===== config.mk =====
export PLATFORM = sky130hd
export DESIGN_NAME = iob2axi_rd_split
export DESIGN_NICKNAME = d
export VERILOG_FILES = /design/src/rtl/iob2axi_rd_split.sv
export SDC_FILE = /design/constraint.sdc
export NUM_CORES = 1
export LEC_CHECK = 0
export ABC_CLOCK_PERIOD_IN_PS = 9550
export CORE_MARGIN = 1.5
export CORE_UTILIZATION = 55
export DETAILED_ROUTE_END_ITERATION = 8
export GPL_TIMING_DRIVEN = 0
export PLACE_DENSITY = 0.9
export SLEW_MARGIN = 20
export SYNTH_ARGS = -nofsm -noshare
export SYNTH_HDL_FRONTEND = slang
export SYNTH_SLANG_ARGS = --single-unit

===== constraint.sdc =====
create_clock -name clk_i -period 9.55 [get_ports clk_i]
set_input_delay 1.91 -clock clk_i [delete_from_list [all_inputs] [get_ports clk_i]]
set_output_delay 1.91 -clock clk_i [all_outputs]
set_load 0.02 [all_outputs]

===== src/rtl/iob2axi_rd_split.sv =====
// Splits a long read of nwords beats into AXI-sized bursts that never exceed
// MAX_BURST beats and never cross a 4 KB page, handing each to a read engine.
module iob2axi_rd_split #(
    parameter int ADDR_W    = 32,
    parameter int DATA_W    = 32,
    parameter int AXI_LEN_W = 8,
    parameter int MAX_BURST = 256,
    parameter int CNT_W     = 16
) (
    input  logic                 clk_i,
    input  logic                 rst_i,
    input  logic                 start_i,
    input  logic [ADDR_W-1:0]    base_addr_i,
    input  logic [CNT_W-1:0]     nwords_i,
    output logic                 busy_o,
    output logic                 done_o,
    output logic                 error_o,
    output logic                 run_o,
    output logic [ADDR_W-1:0]    addr_o,
    output logic [AXI_LEN_W-1:0] length_o,
    input  logic                 rd_ready_i,
    input  logic                 rd_error_i
);

    localparam int BYTES = DATA_W / 8;
    localparam int BSH   = $clog2(BYTES);
    // Common width wide enough for the remaining count, the 13-bit page term and MAX_BURST.
    localparam int MW0 = (CNT_W > 13) ? CNT_W : 13;
    localparam int MW  = (MW0 > AXI_LEN_W + 1) ? MW0 : AXI_LEN_W + 1;

    typedef enum logic [1:0] {
        IDLE,
        CALC,
        ISSUE,
        WAIT
    } state_t;

    state_t                 state_q, state_d;
    logic [ADDR_W-1:0]      cur_addr_q, cur_addr_d;
    logic [CNT_W-1:0]       remaining_q, remaining_d;
    logic [AXI_LEN_W:0]     beats_q, beats_d;
    logic [AXI_LEN_W-1:0]   length_q, length_d;
    logic                   error_q, error_d;
    logic                   done_q, done_d;

    logic [ADDR_W-1:0]      aligned_base;
    logic [12:0]            page_off;
    logic [12:0]            page_bytes;
    logic [12:0]            page_beats;
    logic [MW-1:0]          beats_w;
    logic [ADDR_W-1:0]      addr_step;
    logic [CNT_W-1:0]       rem_next;

    assign aligned_base = base_addr_i & ~ADDR_W'(BYTES - 1);
    assign page_off     = {1'b0, cur_addr_q[11:0]};
    assign page_bytes   = 13'd4096 - page_off;
    assign page_beats   = page_bytes >> BSH;
    assign addr_step    = ADDR_W'(beats_q) << BSH;
    assign rem_next     = remaining_q - CNT_W'(beats_q);

    // Burst size is the smallest of what is left, the burst cap and the room to the page end.
    always_comb begin
        beats_w = MW'(remaining_q);
        if (MW'(MAX_BURST) < beats_w) begin
            beats_w = MW'(MAX_BURST);
        end
        if (MW'(page_beats) < beats_w) begin
            beats_w = MW'(page_beats);
        end
    end

    always_comb begin
        state_d     = state_q;
        cur_addr_d  = cur_addr_q;
        remaining_d = remaining_q;
        beats_d     = beats_q;
        length_d    = length_q;
        error_d     = error_q;
        done_d      = 1'b0;
        case (state_q)
            IDLE: begin
                if (start_i) begin
                    cur_addr_d  = aligned_base;
                    remaining_d = nwords_i;
                    error_d     = 1'b0;
                    if (nwords_i == '0) begin
                        done_d = 1'b1;
                    end else begin
                        state_d = CALC;
                    end
                end
            end
            CALC: begin
                beats_d  = beats_w[AXI_LEN_W:0];
                length_d = AXI_LEN_W'(beats_w - 1'b1);
                state_d  = ISSUE;
            end
            ISSUE: begin
                if (!rd_ready_i) begin
                    state_d = WAIT;
                end
            end
            WAIT: begin
                if (rd_ready_i) begin
                    error_d     = error_q | rd_error_i;
                    cur_addr_d  = cur_addr_q + addr_step;
                    remaining_d = rem_next;
                    // A failed burst ends the transfer even if beats remain.
                    if ((rem_next == '0) || rd_error_i) begin
                        state_d = IDLE;
                        done_d  = 1'b1;
                    end else begin
                        state_d = CALC;
                    end
                end
            end
            default: state_d = IDLE;
        endcase
    end

    always_ff @(posedge clk_i or posedge rst_i) begin
        if (rst_i) begin
            state_q     <= IDLE;
            cur_addr_q  <= '0;
            remaining_q <= '0;
            beats_q     <= '0;
            length_q    <= '0;
            error_q     <= 1'b0;
            done_q      <= 1'b0;
        end else begin
            state_q     <= state_d;
            cur_addr_q  <= cur_addr_d;
            remaining_q <= remaining_d;
            beats_q     <= beats_d;
            length_q    <= length_d;
            error_q     <= error_d;
            done_q      <= done_d;
        end
    end

    assign busy_o   = (state_q != IDLE);
    assign run_o    = (state_q == ISSUE);
    assign addr_o   = cur_addr_q;
    assign length_o = length_q;
    assign done_o   = done_q;
    assign error_o  = error_q;

endmodule


==> metrics.txt, run 1 <==
status=finished clean; worst-margin pin slew=0.732 ns; Total GRT Usage=33.4%; most frequent cell after synthesis=dfrtp_1; Worst Path Buf+Inv=2; global route overflow=0; Seq/Total Area, Yosys=32.4%; top_reg_cell synth=dfrtp_1; pwr/cell area=449 nW/um^2; Net Switching=0.00150 W; first drt pass iteration count=5; DP HPWL=12.2 mm; GR peak layer=met2; crit share post-route=46.5%; Clock Power Share=8.5%; maxcap violations=0; Fmax=0.225 GHz; GR Util met3=5.08%; largest cells by area after synthesis=dfrtp_1 (32%), ha_1 (8.2%), a21oi_1 (6.4%); Slew Limit Fails=0; Via Count=5517; H-tree depth=3; Fill cells=707; Reg clk slew, reported paths=0.08 ns; area taken by multi-input logic gates=3240 um^2; Antenna Cells=0; Unique masters post-synth=64; Sequential Power Share=21.5%; TNS Setup=0 ns; Post-DP Area=6270 um^2; switch share=51.5%; crit path kind=register to register; relative slew slack=50.8%; VDD IR-drop max=0.228 mV; crit path max fanout=10; slowest CP cell=or4_4; Final min period=4.44 ns; DRC viols=0; Detail Route Antenna Nets=0; Final Setup Violations=0; Final Core Density=70.4%; Clock Root Buffer=clkbuf_8; # IOs=97; Mapped Area=5180 um^2; register bit count reported by yosys=67; DR WL/cell=19.2 um; largest net degree at the start of global routing=57; GR Util met2=53.6%; total clock sinks=67; synthesized netlist cell count=623; Synth top area share=32.4%; FF-to-FF path depth=17; clock buffer count from CTS=9; I/O Buffers=92; CP Capture Type=register; Post-synth top cells=dfrtp_1 (67), a21oi_1 (66), nor2_1 (53); Worst path max stage delay=0.52 ns; post_cts resized=0; worst hold path cell count=2; Leakage=2.68 nW; Die Height=100 um; Comb pwr share=69.9%; startpoint types=register; vias in the first global route=5385; RSZ-0062 raised after global routing=false; # rows=35; reg2reg start=remaining_q[10]; Worst Hold Class=register to register; CTS Buffer Depth=2; final hold vios=0; Die Wd=100 um; final instance area=6480 um^2; Synth Area per Inst=8.31 um^2; final worst slack=5.11 ns; nets=818; WL final=16.2 mm; Stages on worst setup path=17; CP endpoint=length_o[6]; Initial Utilization=56.3%; antenna violations before repair=0; clock latency on the worst-skew pair=0.36 ns; FFs w/ async S/R, synth=100%; first-pass GRT wire length=26.4 mm; register area=1680 um^2; required time of the critical path=9.83 ns; share of post-route cells with drive strength above 1=5.59%; # hold bufs at CTS=0; flop2flop setup slack=5.11 ns; crit path from=remaining_q[10]; M1 GR Usage=44.9%; capturing point of the worst reg2reg path=length_o[6]; Hold Startpoint=error_o; cell taking the most area after synthesis=dfrtp_1; core area=9200 um^2; DP Worst Slack=4.95 ns; Iteration-0 DRC Markers=409; Post-synth EDFFs=0; Die Area=10000 um^2; Post CTS Setup Buffer Count=0; family with the most delay on the worst path=simple AND/OR/NAND/NOR gates; Clock Skew=0.0152 ns; Ys Warns=0; GP Congestion=0.951; fin cells=844; crit path DAT=4.72 ns; CP cell instances=or4_4 -> nor3_1 -> buf_4 -> nand2_1 -> ha_1 -> nand4_1 -> a211o_1 -> a21oi_2 -> nor2_8 -> buf_4 -> a21oi_2 -> ha_1 -> nand2_1 -> nor3_1 -> mux2i_1 -> nor3b_2 -> mux2i_1; Placed Instances=829; CTS tree=yes; Area Overhead vs Synth=25.1%; Internal=0.00141 W; drt via density=6.54
worst min-delay path by stage:
stage                      to  slack [ns]
2_1_floorplan  remaining_q[7]        0.49
3_3_place_gp      length_o[5]        0.49
3_5_place_dp          error_o        0.50
4_1_cts           length_o[5]        0.52
5_1_grt           length_o[5]        0.53
6_report              error_o        0.51
cells in the final DEF (no fill, tap or decap), types with 4 or more instances in the layout:
cell type,synthesis,layout
o22ai_1,20,20
buf_1,5,5
xnor2_1,14,14
nand2_1,49,49
clkbuf_8,0,11
o31ai_1,4,4
o21ai_0,29,29
buf_4,4,4
nor2b_1,4,4
a2bb2oi_1,6,6
xor2_1,12,12
a221oi_1,4,4
a311oi_1,11,11
or3_1,6,6
a21o_1,8,8
o21a_1,5,5
a21oi_1,66,66
clkbuf_1,23,23
inv_1,31,30
and3_1,15,15
conb_1,2,4
nor2_1,53,53
and2_1,6,6
mux2i_1,12,12
a211oi_1,4,4
nor3_1,25,25
a211o_1,4,4
nand3_1,17,17
mux2_2,5,5
nand2b_1,7,7
clkdlybuf4s50_1,0,92
nor4_1,6,6
ha_1,34,34
a221o_1,5,5
dfrtp_1,67,67
nand4_1,8,8
registers in the layout (all words and copies together) (netlist names):
| signal | flops |
|---|---|
| addr_o | 30 |
| remaining_q | 16 |
| beats_q | 9 |
| length_o | 8 |
| state_q | 2 |
| done_o | 1 |
| error_o | 1 |
power by group through the flow:
stage	Sequential, W	Clock [W]	Combinational [W]
2_1_floorplan	0.000668	0	0.00131
3_3_place_gp	0.000613	0	0.00191
3_5_place_dp	0.000621	0	0.00198
4_1_cts	0.000619	0.000246	0.00200
5_1_grt	0.000644	0.000257	0.00222
6_report	0.000626	0.000248	0.00204
cells by family (layout without fill, tap and decap cells):
family	Yosys count	after routing	synth area share, %
simple gates	214	214	20.8
compound gates	194	194	24.5
flops	67	67	32.4
buf+inv	66	174	5.15
fa+ha+maj	36	36	8.99
xor+xnor	26	26	4.40
mux	18	18	3.70
other cells	2	4	0.145
metrics by stage:
step | total power, W | hold slack [ns]
3_3_place_gp | 0.00252 | 0.491
3_5_place_dp | 0.00260 | 0.499
2_1_floorplan | 0.00198 | 0.487
5_1_grt | 0.00313 | 0.530
4_1_cts | 0.00287 | 0.516
6_report | 0.00291 | 0.510
worst register-to-register path: stages, from the launching register on:
cell and delay [ns]:
dfrtp_1 0.46, or4_4 0.52, nor3_1 0.49, buf_4 0.28, nand2_1 0.10, ha_1 0.33
nand4_1 0.08, a211o_1 0.28, a21oi_2 0.28, nor2_8 0.11, buf_4 0.20, a21oi_2 0.23
ha_1 0.21, nand2_1 0.08, nor3_1 0.16, mux2i_1 0.16, nor3b_2 0.20, mux2i_1 0.19
metal layers:
metal  wire length, um  vias to the layer above
li1                  -                     2509
met1              6670                     2614
met2              7650                      341
met3              1440                       53
met4               445                        0
met5                 0                        -
layout make-up:
class | count | area share (%)
repair buffers | 93 | 14.6
clock buffers | 11 | 2.34
flip-flops and latches | 67 | 25.9
well taps | 111 | 2.14
inverters | 31 | 1.84
clock inverters | 4 | 0.773
multi-input cells | 492 | 50.1
plain buffers | 35 | 2.32
Power figures use the tool's default switching activity.
==> run 2, diff against run 1 <==
- ABC_CLOCK_PERIOD_IN_PS: 9550 -> 4500
- CORE_UTILIZATION: 55 -> 54
- PLACE_DENSITY: 0.9 -> 0.88
- clock period: 9.55 -> 4.5 ns (I/O delays scaled with it)
==> metrics.txt, run 2 (synthesized netlist as in run 1, its figures left out) <==
pwr/cell area=950 nW/um^2 (+110%); status=finished clean; share of post-route cells with drive strength above 1=5.86% (+0.26 points); Final Setup Violations=0 (unchanged); worst-margin pin slew=0.777 ns (+0.0449 ns); I/O Buffers=92 (unchanged); CP Capture Type=register; maxcap violations=0 (unchanged); CTS tree=yes; Slew Limit Fails=0 (unchanged); family with the most delay on the worst path=simple AND/OR/NAND/NOR gates; area taken by multi-input logic gates=3260 um^2 (+0.54%); DRC viols=0 (unchanged); Clock Root Buffer=clkbuf_8; core area=9280 um^2 (+0.95%); global route overflow=0 (unchanged); Worst Hold Class=register to register; Clock Skew=0.0125 ns (-0.00267 ns); Area Overhead vs Synth=25.7%; # hold bufs at CTS=0 (unchanged); Leakage=2.69 nW (+0.26%); Post CTS Setup Buffer Count=0 (unchanged); Via Count=5503 (-0.25%); final worst slack=0.226 ns (-4.89 ns); VDD IR-drop max=0.476 mV (+110%); required time of the critical path=4.79 ns (-5.04 ns); relative slew slack=48.1% (-2.7 points); Final Core Density=70.1% (-0.31 points); TNS Setup=0 ns (unchanged); Reg clk slew, reported paths=0.08 ns (about the same); clock buffer count from CTS=9 (unchanged); max reg flops=30 (unchanged); CTS Buffer Depth=2 (unchanged); fin cells=863 (+2.3%); Worst path max stage delay=0.44 ns (-0.08 ns); nets=818 (unchanged); # IOs=97 (unchanged); startpoint types=register; DP Worst Slack=0.0915 ns (-4.86 ns); H-tree depth=3 (unchanged); most common cell after layout, fill and taps aside=clkdlybuf4s50_1; Fill cells=752 (+6.4%); DR WL/cell=18.8 um (-1.9%); Die Wd=101 um (+0.89%); Total GRT Usage=33.0% (-0.42 points); Die Height=101 um (+0.89%); first drt pass iteration count=5 (unchanged); crit share post-route=95.0% (+49 points); total clock sinks=67 (unchanged); crit path DAT=4.56 ns (-0.16 ns); WL final=16.3 mm (+0.33%); Worst Path Buf+Inv=3 (+1); crit path kind=register to register; GP Congestion=0.938 (-1.4%); Initial Utilization=55.8% (-0.53 points); RSZ-0062 raised after global routing=false; drt via density=6.38 (-2.4%); vias in the first global route=5201 (-3.4%); Iteration-0 DRC Markers=343 (-16%); Die Area=10200 um^2 (+1.8%); Placed Instances=847 (+2.2%); Fmax=0.234 GHz (+3.8%); Final min period=4.27 ns (-0.164 ns); largest net degree at the start of global routing=53 (-7.0%); clock latency on the worst-skew pair=0.36 ns (about the same); crit path max fanout=10 (unchanged); CP cell instances=buf_2 -> or3_1 -> nor3_4 -> buf_4 -> nand2_1 -> ha_1 -> o21ai_0 -> a211o_1 -> a21oi_2 -> nor2_8 -> buf_4 -> a21oi_1 -> ha_1 -> nand2_1 -> nor3_1 -> mux2i_1 -> nor3b_2 -> mux2i_1; register area=1680 um^2 (unchanged); DP HPWL=12.1 mm (-1.0%); first-pass GRT wire length=26.2 mm (-0.92%); highest-count cells in the layout ignoring fill and taps=clkdlybuf4s50_1 (92), dfrtp_1 (67), a21oi_1 (66); Antenna Cells=0 (unchanged); # rows=35 (unchanged); final instance area=6510 um^2 (+0.50%); Post-DP Area=6300 um^2 (+0.36%); Detail Route Antenna Nets=0 (unchanged); final hold vios=0 (unchanged); slowest CP cell=or3_1; antenna violations before repair=0 (unchanged)
## run 2: changes by cell type in the layout (fill, tap and decap cells not counted), sizes merged
cell | before | now
clkinvlp | 2 | 1
clkinv | 1 | 3
## run 2: routing by layer
metal | vias up | wire length (um) | GRT usage, % | part of all wire, %
met5 | - | 0 | 0 | 0
met4 | 0 | 383 | 12.8 | 2.4
met3 | 39 | 1450 | 5.34 | 8.9
met2 | 324 | 7780 | 55.1 | 48
met1 | 2626 | 6660 | 42.9 | 41
li1 | 2514 | - | - | -
## run 2: worst register-to-register path, cell delays in order (launching register included)
cell,delay (ns)
dfrtp_1,0.36
buf_2,0.18
or3_1,0.44
nor3_4,0.28
buf_4,0.22
nand2_1,0.09
ha_1,0.32
o21ai_0,0.10
a211o_1,0.30
a21oi_2,0.24
nor2_8,0.11
buf_4,0.20
a21oi_1,0.24
ha_1,0.22
nand2_1,0.08
nor3_1,0.21
mux2i_1,0.17
nor3b_2,0.23
mux2i_1,0.20
## run 2: path summary, 6_finish.rpt
path	from	endpoint	slack, ns	depth (start not counted)
max	remaining_q[11]	length_o[6]	0.23	18
max reg2reg	remaining_q[11]	length_o[6]	0.23	18
max in group asynchronous	rst_i	addr_o[24]	3.13	3
min in group asynchronous	rst_i	length_o[6]	0.82	2
min	error_o	error_o	0.52	2
min reg2reg	error_o	error_o	0.52	2
## run 2: area by class of cell
cell class / instances / share of cell area [%]
Buffer: 35 / 2.31
Clock inverter: 5 / 0.807
Sequential cell: 67 / 25.8
Timing Repair Buffer: 93 / 14.6
Inverter: 31 / 1.83
Tap cell: 129 / 2.48
Multi-Input combinational cell: 492 / 50.1
Clock buffer: 11 / 2.17
## run 2: timing repair
item | CTS | global route
hold endpoints to repair | 0 | 0
gates resized for setup | 0 | 3
endpoints found under the setup margin | 0 | 1
## run 2: where the power goes
| part | switching (W) | total, W | internal (W) | leakage, nW |
|---|---|---|---|---|
| Clock | 0.000248 | 0.000516 | 0.000268 | 0.0991 |
| Sequential | 0.000417 | 0.00134 | 0.000926 | 0.778 |
| Combinational | 0.00254 | 0.00432 | 0.00179 | 1.81 |
| Total | 0.00320 | 0.00618 | 0.00298 | 2.69 |
## run 2: through the flow
stage / hold WS [ns] / power, W
finish: 0.517 / 0.00618
global route: 0.531 / 0.00664
CTS: 0.517 / 0.00609
detailed placement: 0.495 / 0.00553
global placement: 0.486 / 0.00537
floorplan: 0.487 / 0.00420
==> run 3, diff against run 2 <==
- REMOVE_ABC_BUFFERS: default -> 1
==> metrics.txt, run 3 (synthesized netlist as in run 1, its figures left out) <==
FF-to-FF path depth=16 (-2); fin cells=829 (-3.9%); Final min period=4.27 ns (-0.00648 ns); Hold Startpoint=length_o[5]; Placed Instances=813 (-4.0%); final hold vios=0 (unchanged); Reg clk slew, reported paths=0.08 ns (about the same); Worst path max stage delay=0.52 ns (+0.08 ns); worst-margin pin slew=1.06 ns (+0.282 ns); Die Wd=101 um (unchanged); CP Capture Type=register; crit path kind=register to register; H-tree depth=3 (unchanged); largest net degree at the start of global routing=52 (-1.9%); DP HPWL=11.1 mm (-8.0%); Area Overhead vs Synth=23.4%; DR WL/cell=18.7 um (-0.79%); RSZ-0062 raised after global routing=true; CTS Buffer Depth=2 (unchanged); nets=784 (-4.2%); max reg flops=30 (unchanged); required time of the critical path=4.78 ns (about the same); Worst Hold End=length_o[5]; clock buffer count from CTS=9 (unchanged); crit path max fanout=18 (+8); Die Height=101 um (unchanged); Tot Pwr=0.00604 W (-2.2%); Hold Slack=0.512 ns (-0.00526 ns); Antenna Cells=0 (unchanged); Via Count=5348 (-2.8%); Fmax=0.234 GHz (+0.15%); VDD IR-drop max=0.791 mV (+66%); first drt pass iteration count=5 (unchanged); slowest CP cell=dfrtp_1; Final Setup Violations=0 (unchanged); most common cell after layout, fill and taps aside=clkdlybuf4s50_1; crit path DAT=4.55 ns (about the same); antenna violations before repair=0 (unchanged); I/O Buffers=92 (unchanged); Detail Route Antenna Nets=0 (unchanged); share of post-route cells with drive strength above 1=6.00% (+0.14 points); relative slew slack=29.2% (-19 points); total clock sinks=67 (unchanged); WL final=15.5 mm (-4.7%); status=finished clean; global route overflow=0 (unchanged); startpoint types=register; capturing point of the worst reg2reg path=length_o[6]; vias in the first global route=5172 (-0.56%); Die Area=10200 um^2 (unchanged); Fill cells=754 (+0.27%); Clock Root Buffer=clkbuf_8; pwr/cell area=946 nW/um^2 (-0.34%); first-pass GRT wire length=25.0 mm (-4.6%); worst hold path cell count=1 (-1); maxcap violations=0 (unchanged); Initial Utilization=55.8% (unchanged); Total GRT Usage=31.2% (-1.7 points); Post CTS Setup Buffer Count=0 (unchanged); Slew Limit Fails=0 (unchanged); GP Congestion=0.924 (-1.5%); CP cell instances=or4_4 -> nor3_4 -> and2_1 -> inv_1 -> ha_1 -> nand4_1 -> a211o_1 -> a21oi_2 -> nor2_8 -> a21oi_1 -> ha_1 -> nand2_1 -> nor3_1 -> mux2i_1 -> nor3b_2 -> mux2i_1; reg2reg start=remaining_q[9]; Worst Hold Class=register to register; drt via density=6.45 (+1.2%); crit share post-route=94.8% (-0.14 points); clock latency on the worst-skew pair=0.36 ns (about the same); Iteration-0 DRC Markers=395 (+15%); Clock Skew=0.0176 ns (+0.00503 ns); Leakage=2.62 nW (-2.5%); highest-count cells in the layout ignoring fill and taps=clkdlybuf4s50_1 (92), dfrtp_1 (67), a21oi_1 (65); # rows=35 (unchanged); # IOs=97 (unchanged); DRC viols=0 (unchanged); CTS tree=yes; core area=9280 um^2 (unchanged); flop2flop setup slack=0.23 ns (about the same)
## run 3: cell types whose count changed in the layout (fill, tap and decap cells not counted), moves of 2 or more
cell,change
ha_1,-2
clkbuf_1,-23
buf_1,-5
buf_2,-3
clkinv_4,+2
ha_2,+2
buf_4,-4
## run 3: power breakdown
group / total (W) / switching (W) / internal (W) / leakage (nW)
Sequential: 0.00135 / 0.000428 / 0.000926 / 0.778
Clock: 0.000461 / 0.000261 / 0.000200 / 0.0822
Combinational: 0.00423 / 0.00245 / 0.00178 / 1.76
Total: 0.00604 / 0.00314 / 0.00291 / 2.62
## run 3: metal layers
layer  global-route usage (%)  routed length, um  share of wire (%)  vias to the layer above
met2                     52.8               7480                 48                      305
met4                     12.8                498                3.2                        0
met5                        0                  0                  0                        -
met1                     40.1               6250                 40                     2548
met3                     4.65               1270                8.2                       50
li1                         -                  -                  -                     2445
## run 3: worst max path at each step
stage,cells after the start,start,endpoint,slack [ns]
finish,16,remaining_q[9],length_o[6],0.23
floorplan,16,remaining_q[15],length_o[6],0.39
CTS,16,remaining_q[15],length_o[6],0.07
detailed placement,16,remaining_q[15],length_o[6],0.08
global route,16,remaining_q[9],length_o[6],-0.04
global placement,7,state_q[1],addr_o[11],-1.24
## run 3: layout make-up
class | instances | area, um^2 | share of cell area, %
clock inverter | 6 | 42.5 | 0.666
timing repair buffer | 94 | 976 | 15.3
sequential | 67 | 1680 | 26.2
inverter | 31 | 119 | 1.86
tap | 129 | 161 | 2.53
multi-input combinational | 492 | 3280 | 51.4
clock buffer | 10 | 128 | 2.00
## run 3: through the flow
stage / area [um^2] / setup WS (ns) / util [%] / setup TNS, ns
after detailed placement: 6200 / 0.0838 / 66.8 / 0
after global placement: 6120 / -1.24 / 65.9 / -22.90
after floorplan: 5030 / 0.393 / - / 0
after global routing: 6390 / -0.0377 / 68.8 / -0.0377
final: 6390 / 0.233 / 68.8 / 0
after CTS: 6370 / 0.0672 / 68.6 / 0
## run 3: timing repair
action                                  4_1_cts  5_1_grt
endpoints found under the setup margin        0       14
hold buffers                                  0        0
gates resized for setup                       0        3
## run 3: critical path: cells and delay by family (launching register included)
| kind | cells | cell delay [ns] |
|---|---|---|
| compound gates | 3 | 0.84 |
| fa+ha+maj | 2 | 0.54 |
| buf+inv | 1 | 0.05 |
| flops | 1 | 0.52 |
| mux | 2 | 0.36 |
| simple gates | 8 | 1.88 |
